**src/rtl/serial_addsub_n_pkg.sv**
```systemverilog
// Shared helpers for the bit-serial add/subtract block.
package serial_addsub_n_pkg;

  // Bits needed to hold WIDTH-1; a single bit is still kept when WIDTH == 1.
  function automatic int cnt_bits(input int width);
    return (width > 1) ? $clog2(width) : 1;
  endfunction

endpackage

```
**src/rtl/serial_addsub_n_fa_cell.sv**
```systemverilog
// Combinational 1-bit full adder used as the serial arithmetic element.
module fa_cell (
  input  logic a,
  input  logic b,
  input  logic cin,
  output logic s,
  output logic co
);

  assign s  = a ^ b ^ cin;
  assign co = (a & b) | (a & cin) | (b & cin);

endmodule

```
**src/rtl/serial_addsub_n.sv**
```systemverilog
// Bit-serial WIDTH-bit adder/subtractor: one bit per clock, LSB first,
// with start/busy/done handshake, carry-out and signed overflow.
module serial_addsub_n
  import serial_addsub_n_pkg::*;
#(
  parameter int WIDTH = 8
) (
  input  logic             clk,
  input  logic             rst,
  input  logic             start,
  input  logic             sub,
  input  logic [WIDTH-1:0] a,
  input  logic [WIDTH-1:0] b,
  output logic             busy,
  output logic             done,
  output logic [WIDTH-1:0] sum,
  output logic             cout,
  output logic             ovf
);

  localparam int CW = cnt_bits(WIDTH);
  localparam logic [CW-1:0] LAST = CW'(WIDTH - 1);

  localparam logic [1:0] IDLE  = 2'd0;
  localparam logic [1:0] SHIFT = 2'd1;
  localparam logic [1:0] DONE  = 2'd2;

  logic [1:0]       state;
  logic [WIDTH-1:0] a_r;
  logic [WIDTH-1:0] b_r;
  logic [WIDTH-1:0] res_r;
  logic [WIDTH-1:0] res_next;
  logic             carry;
  logic [CW-1:0]    cnt;
  logic             s_bit;
  logic             co_bit;

  fa_cell u_fa (
    .a   (a_r[0]),
    .b   (b_r[0]),
    .cin (carry),
    .s   (s_bit),
    .co  (co_bit)
  );

  // New result bit enters at the MSB; after WIDTH shifts the LSB is in place.
  generate
    if (WIDTH == 1) begin : g_res_one
      assign res_next = s_bit;
    end else begin : g_res_wide
      assign res_next = {s_bit, res_r[WIDTH-1:1]};
    end
  endgenerate

  always_ff @(posedge clk) begin
    if (rst) begin
      state <= IDLE;
      a_r   <= '0;
      b_r   <= '0;
      res_r <= '0;
      carry <= 1'b0;
      cnt   <= '0;
      busy  <= 1'b0;
      done  <= 1'b0;
      sum   <= '0;
      cout  <= 1'b0;
      ovf   <= 1'b0;
    end else begin
      case (state)
        IDLE: begin
          done <= 1'b0;
          if (start) begin
            // Subtraction is a + ~b + 1, the +1 entering as the initial carry.
            a_r   <= a;
            b_r   <= sub ? ~b : b;
            carry <= sub;
            cnt   <= '0;
            busy  <= 1'b1;
            state <= SHIFT;
          end
        end
        SHIFT: begin
          a_r   <= a_r >> 1;
          b_r   <= b_r >> 1;
          res_r <= res_next;
          carry <= co_bit;
          if (cnt == LAST) begin
            // carry still holds the carry into the MSB on this cycle.
            sum   <= res_next;
            cout  <= co_bit;
            ovf   <= carry ^ co_bit;
            busy  <= 1'b0;
            done  <= 1'b1;
            state <= DONE;
          end else begin
            cnt <= cnt + CW'(1);
          end
        end
        DONE: begin
          done  <= 1'b0;
          state <= IDLE;
        end
        default: begin
          busy  <= 1'b0;
          done  <= 1'b0;
          state <= IDLE;
        end
      endcase
    end
  end

endmodule
```
**config.mk**
```make
export PLATFORM = sky130hd
export DESIGN_NAME = serial_addsub_n
export DESIGN_NICKNAME = d
export VERILOG_FILES = /design/src/rtl/serial_addsub_n_pkg.sv /design/src/rtl/serial_addsub_n_fa_cell.sv /design/src/rtl/serial_addsub_n.sv
export SDC_FILE = /design/constraint.sdc
export NUM_CORES = 1
export LEC_CHECK = 0
export CORE_MARGIN = 10
export CORE_UTILIZATION = 45
export CTS_CLUSTER_DIAMETER = 100
export DETAILED_ROUTE_END_ITERATION = 10
export GPL_TIMING_DRIVEN = 0
export PLACE_DENSITY = 0.73
export SYNTH_ARGS = -nofsm -noshare
export SYNTH_HDL_FRONTEND = slang
export SYNTH_HIERARCHICAL = 1
export SYNTH_SLANG_ARGS = --single-unit
export TNS_END_PERCENT = 100
```
**constraint.sdc**
```tcl
create_clock -name clk -period 2.01 [get_ports clk]
set_input_delay 0.402 -clock clk [delete_from_list [all_inputs] [get_ports clk]]
set_output_delay 0.402 -clock clk [all_outputs]
set_load 0.02 [all_outputs]
```
==> results of run 1 <==
==> power by group through the flow <==
stage	Clock, uW	Sequential, uW	Combinational, uW
after floorplan	0	888	160
after detailed placement	0	891	234
after global routing	578	877	260
final	541	873	232
after global placement	0	890	229
after CTS	550	872	235
==> cells in the mapped netlist, types with 2 or more instances <==
| library cell | count | area, um^2 |
|---|---|---|
| nand2b_1 | 11 | 68.8 |
| a22oi_1 | 9 | 67.6 |
| nand3_1 | 3 | 15.0 |
| a21oi_1 | 28 | 140 |
| nand2_1 | 34 | 128 |
| dfxtp_1 | 41 | 821 |
| buf_6 | 2 | 22.5 |
| buf_2 | 7 | 35.0 |
| nor3_1 | 9 | 45.0 |
| ha_1 | 3 | 37.5 |
| buf_4 | 2 | 15.0 |
| xnor2_1 | 8 | 70.1 |
| or3b_1 | 8 | 70.1 |
| clkbuf_1 | 5 | 18.8 |
| nor2_1 | 14 | 52.6 |
| o22ai_1 | 7 | 43.8 |
==> through the flow <==
step	hold slack (ps)	std cells	instance area, um^2
5_1_grt	475	290	2240
3_3_place_gp	438	283	2150
2_1_floorplan	432	206	1800
6_report	455	290	2240
4_1_cts	454	290	2240
3_5_place_dp	442	283	2150
==> cell type report <==
class / instances / area [um^2]
fill: 364 / 1530
multi-input combinational: 149 / 891
sequential: 41 / 821
timing repair buffer: 29 / 290
buffer: 16 / 91.3
clock buffer: 6 / 82.6
tap: 48 / 60.1
clock inverter: 1 / 7.51
==> per-layer routing <==
| metal | vias up | track usage | wire [um] |
|---|---|---|---|
| li1 | 770 | - | - |
| met5 | - | 0 | 0 |
| met2 | 33 | 0.174 | 1740 |
| met3 | 5 | 0.0342 | 178 |
| met4 | 0 | 0.0369 | 38 |
| met1 | 665 | 0.135 | 1860 |
==> state kept, by name (all words and copies together) (netlist names) <==
register and count:
busy 1, a_r 8, res_r 7, state 2, ovf 1, cnt 3
done 1, b_r 8, sum 8, carry 1, cout 1
==> layout by cell type (no fill, tap or decap), drive strengths merged, types with 2 or more instances in the layout <==
cell type and count:
a21oi 28, a22oi 9, buf 11, clkbuf 11
clkdlybuf4s50 29, dfxtp 41, ha 3, nand2 34
nand2b 11, nand3 3, nor2 15, nor3 9
nor3b 2, o22ai 7, or3b 10, xnor2 8
==> kinds of logic after synthesis <==
family,share of synthesized area
buf+inv,0.0507
simple gates,0.252
xor+xnor,0.0437
compound gates,0.167
flops,0.455
fa+ha+maj,0.0319
==> path summary, 6_finish.rpt <==
check	start	end	slack [ps]
worst max register to register	cnt[0]$_SDFFE_PP0P_	cnt[2]$_SDFFE_PP0P_	430
worst min-delay path	res_r[1]$_SDFFE_PP0P_	sum[0]$_SDFFE_PP0P_	450
worst max-delay path	sum[1]$_SDFFE_PP0P_	sum[1]	370
worst min register to register	res_r[1]$_SDFFE_PP0P_	sum[0]$_SDFFE_PP0P_	450
==> worst reg2reg max path, cell delays in order, from the launching register on <==
cell,delay [ps]
dfxtp_1,330
ha_1,230
ha_1,220
or3b_2,510
nand3_1,100
a21oi_1,60
==> impl_metrics.json, run 1 <==
{
  "status": "complete, no violations",
  "cp_max_fo": 2,
  "insertion_delay_ps": 290,
  "reg2regPathDepth": 5,
  "area_growth_pct": 24.4,
  "dp_hpwl_um": 2850,
  "cts-buffers-inserted": 5,
  "setup_slack_ps": 374,
  "wl_um": 3820,
  "dr_total_vias": 1473,
  "post_cts_buffers": 0,
  "synth_nets": 230,
  "die_y_um": 83.3,
  "initial_core_util": 0.478,
  "end_kind": "output port",
  "holdBufCountCts": 0,
  "pwr-share-clk": 0.329,
  "fin_skew_ps": 7.37,
  "cp-start-kind": "register",
  "drt_first_pass_iters": 4,
  "ioPinCount": 32,
  "place.gp.congestion": 0.762,
  "tightest_slew_ps": 514,
  "pwr-share-comb": 0.141,
  "drc": 0,
  "numPortBuffers": 29,
  "power_uw": 1650,
  "synth.yosys.seq_area_share": 0.455,
  "critPathKind": "register to output port",
  "grt_pass1_vias": 1458,
  "final_nets": 266,
  "slew_headroom": 0.657,
  "worstHoldPathCells": 2,
  "cp_cell_sequence": "clkdlybuf4s50_1",
  "netlist_area_um2": 1800,
  "place_ws_ps": 121,
  "grt_overflow_total": 0,
  "via_per_inst": 5.08,
  "cpLargestDelayFamily": "buffers and inverters",
  "cpMaxStageDelayCell": "clkdlybuf4s50_1",
  "grt_use_total": 0.109,
  "yosys_most_used_dff": "dfxtp_1",
  "powerDensity_nw_per_um2": 734,
  "path_buf_inv": 1,
  "synth_enable_flop_cells": 0,
  "rsz0062_at_grt": "false",
  "min_period_ps": 1640,
  "drtAntennaViolNets": 0,
  "cts.sinks": 41,
  "maxCapViolations": 0,
  "diodes": 0,
  "ys_seq_elements": 41,
  "cts-root-buf": "clkbuf_8",
  "htree_levels": 2,
  "worstHoldPathType": "register to register",
  "postSynthAreaPerCell_um2": 8.75,
  "design.core.area_um2": 3770,
  "power.switching_uw": 405,
  "cp.depth": 1,
  "drive_gt1_frac": 0.107,
  "max_freq_mhz": 611,
  "cts_resized": 0,
  "cts_buffer_depth": 2,
  "seq_power_share": 0.530,
  "required_ps": 1610,
  "period_share": 0.814,
  "dieArea_um2": 6940,
  "rows": 22,
  "clk_pin_slew_ps": 80,
  "ys_types": 31,
  "final_hold_viol_count": 0,
  "wl_per_cell_um": 13.2,
  "netSwitchingFraction": 0.246,
  "die_w_um": 83.3,
  "async_reset_ff_frac": 0,
  "synth_cells": 206,
  "tritoncts": "built",
  "finalSetupViolCount": 0,
  "critPathMaxStageDelay_ps": 610,
  "grt_pass1_wl_um": 6560,
  "p_int_uw": 1240,
  "worstPathArrival_ps": 1230,
  "first_iter_violations": 81,
  "grt_antenna_before_repair": 0,
  "p_leak_uw": 0.000805,
  "finalMaxSlewViolations": 0,
  "tns_ps": 0,
  "grt_max_degree": 13,
  "fin_util": 0.595,
  "ys_warn_count": 6,
  "vdd_ir_drop_max_mv": 0.465
}
(Power assumes the default switching activity.)
==> run 2, diff against run 1 <==
==> constraint.sdc (replaced) <==
create_clock -name clk -period 1.6 [get_ports clk]
set_input_delay 0.32 -clock clk [delete_from_list [all_inputs] [get_ports clk]]
set_output_delay 0.32 -clock clk [all_outputs]
set_load 0.02 [all_outputs]
==> impl_metrics.json, run 2 (same netlist as run 1, synthesis figures left out) <==
{
  "cts-buffers-inserted": 5,
  "wl_per_cell_um": 13.1,
  "cp_cell_sequence": "clkdlybuf4s50_1",
  "final_common_cell": "dfxtp_1",
  "tritoncts": "built",
  "area_growth_pct": 25.5,
  "drt_first_pass_iters": 4,
  "via_per_inst": 5.07,
  "cts.sinks": 41,
  "dr_total_vias": 1471,
  "seq_power_share": 0.531,
  "grt_pass1_wl_um": 6560,
  "slew_headroom": 0.653,
  "r2r_slack_ps": 120,
  "fill_cells": 357,
  "clk_pin_slew_ps": 70,
  "dp.cells": 283,
  "r2r-end": "cnt[2]$_SDFFE_PP0P_",
  "drc": 0,
  "diodes": 0,
  "tightest_slew_ps": 521,
  "reg2reg_from": "cnt[0]$_SDFFE_PP0P_",
  "first_iter_violations": 77,
  "netSwitchingFraction": 0.244,
  "worstPathArrival_ps": 1230,
  "cpLargestDelayFamily": "buffers and inverters",
  "min_period_ps": 1550,
  "dp_hpwl_um": 2850,
  "critPathKind": "register to output port",
  "critPathMaxStageDelay_ps": 610,
  "reg2regPathDepth": 5,
  "die_y_um": 83.3,
  "period_share": 0.968,
  "initial_core_util": 0.478,
  "rsz0062_at_grt": "false",
  "final_hold_viol_count": 0,
  "grt_antenna_before_repair": 0,
  "dieArea_um2": 6940,
  "drive_gt1_frac": 0.112,
  "place.gp.congestion": 0.762,
  "final_nets": 266,
  "fin_skew_ps": 6.66,
  "path_buf_inv": 1,
  "fin_cells": 290,
  "pwr-share-comb": 0.142,
  "drtAntennaViolNets": 0,
  "status": "complete, no violations",
  "end_kind": "output port",
  "vdd_ir_drop_max_mv": 0.578,
  "top_regs": "a_r: 8 flops, b_r: 8 flops, sum: 8 flops",
  "powerDensity_nw_per_um2": 912,
  "cp.depth": 1,
  "design.core.area_um2": 3770,
  "maxCapViolations": 0,
  "die_w_um": 83.3,
  "wl_um": 3810,
  "max_freq_mhz": 646,
  "cp_max_fo": 2,
  "tns_ps": 0,
  "htree_levels": 2,
  "grt_use_total": 0.109,
  "pwr-share-clk": 0.327,
  "cp-start-kind": "register",
  "worstSetupEndpoint": "busy",
  "insertion_delay_ps": 290,
  "required_ps": 1280,
  "fin_util": 0.600,
  "finalSetupViolCount": 0,
  "grt_max_degree": 13,
  "worstHoldPathType": "primary input to register",
  "p_leak_uw": 0.000898,
  "finalMaxSlewViolations": 0,
  "grt_pass1_vias": 1458,
  "power.switching_uw": 504,
  "cts_buffer_depth": 2,
  "ioPinCount": 32,
  "numPortBuffers": 29,
  "crit_start": "busy$_SDFFE_PP0P_",
  "final_cell_mix": "41 x dfxtp_1, 34 x nand2_1, 28 x a21oi_1",
  "grt_overflow_total": 0,
  "cpMaxStageDelayCell": "clkdlybuf4s50_1",
  "rows": 22,
  "cts-root-buf": "clkbuf_8",
  "p_int_uw": 1560
}
run 2: cell count changes in the layout (fill, tap and decap cells not counted):
cell	delta
ha_2	+1
dlymetal6s2s_1	+5
or3b_2	-1
or3b_4	+1
clkbuf_4	+1
clkdlybuf4s50_1	-5
buf_2	-1
ha_1	-1
run 2: what timing repair did:
action,4_1_cts,5_1_grt
gates resized for setup,0,8
hold buffers,0,0
endpoints found under the setup margin,0,13
setup buffers,0,0
run 2: metrics by stage:
stage	setup slack [ps]	total power, uW	hold WS (ps)	area (um^2)
after global routing	1.76	2160	423	2260
after global placement	-199	1410	438	2150
final	51.6	2070	382	2260
after floorplan	141	1320	432	1800
after detailed placement	-207	1410	442	2150
after CTS	25.2	2080	378	2240
run 2: routing by layer:
layer,vias to the layer above,part of all wire,global-route usage
met3,5,0.049,0.0342
met4,0,0.010,0.0369
met5,-,0,0
li1,770,-,-
met1,663,0.49,0.135
met2,33,0.45,0.174
run 2: final cells by class:
cell class,instances,area [um^2],share of cell area
Buffer,16,93.8,0.0415
Clock buffer,6,82.6,0.0365
Clock inverter,1,7.51,0.00332
Multi-Input combinational cell,149,896,0.396
Sequential cell,41,821,0.363
Tap cell,48,60.1,0.0265
Timing Repair Buffer,29,303,0.134
run 2: how the worst min path moves through the flow:
stage | to | from | slack, ps | cells after the start
after floorplan | sum[0]$_SDFFE_PP0P_ | res_r[1]$_SDFFE_PP0P_ | 430 | 2
final | b_r[0]$_SDFFE_PP0P_ | rst | 380 | 2
after global placement | sum[0]$_SDFFE_PP0P_ | res_r[1]$_SDFFE_PP0P_ | 440 | 2
after detailed placement | sum[0]$_SDFFE_PP0P_ | res_r[1]$_SDFFE_PP0P_ | 440 | 2
after CTS | b_r[0]$_SDFFE_PP0P_ | rst | 380 | 2
after global routing | b_r[0]$_SDFFE_PP0P_ | rst | 420 | 2
run 2: power by group through the flow:
stage                     sequential, uW  clock (uW)  combinational [uW]
after floorplan                     1120           0                 201
after global routing                1100         727                 329
final                               1100         675                 293
after detailed placement            1120           0                 294
after global placement              1120           0                 287
after CTS                           1100         690                 295
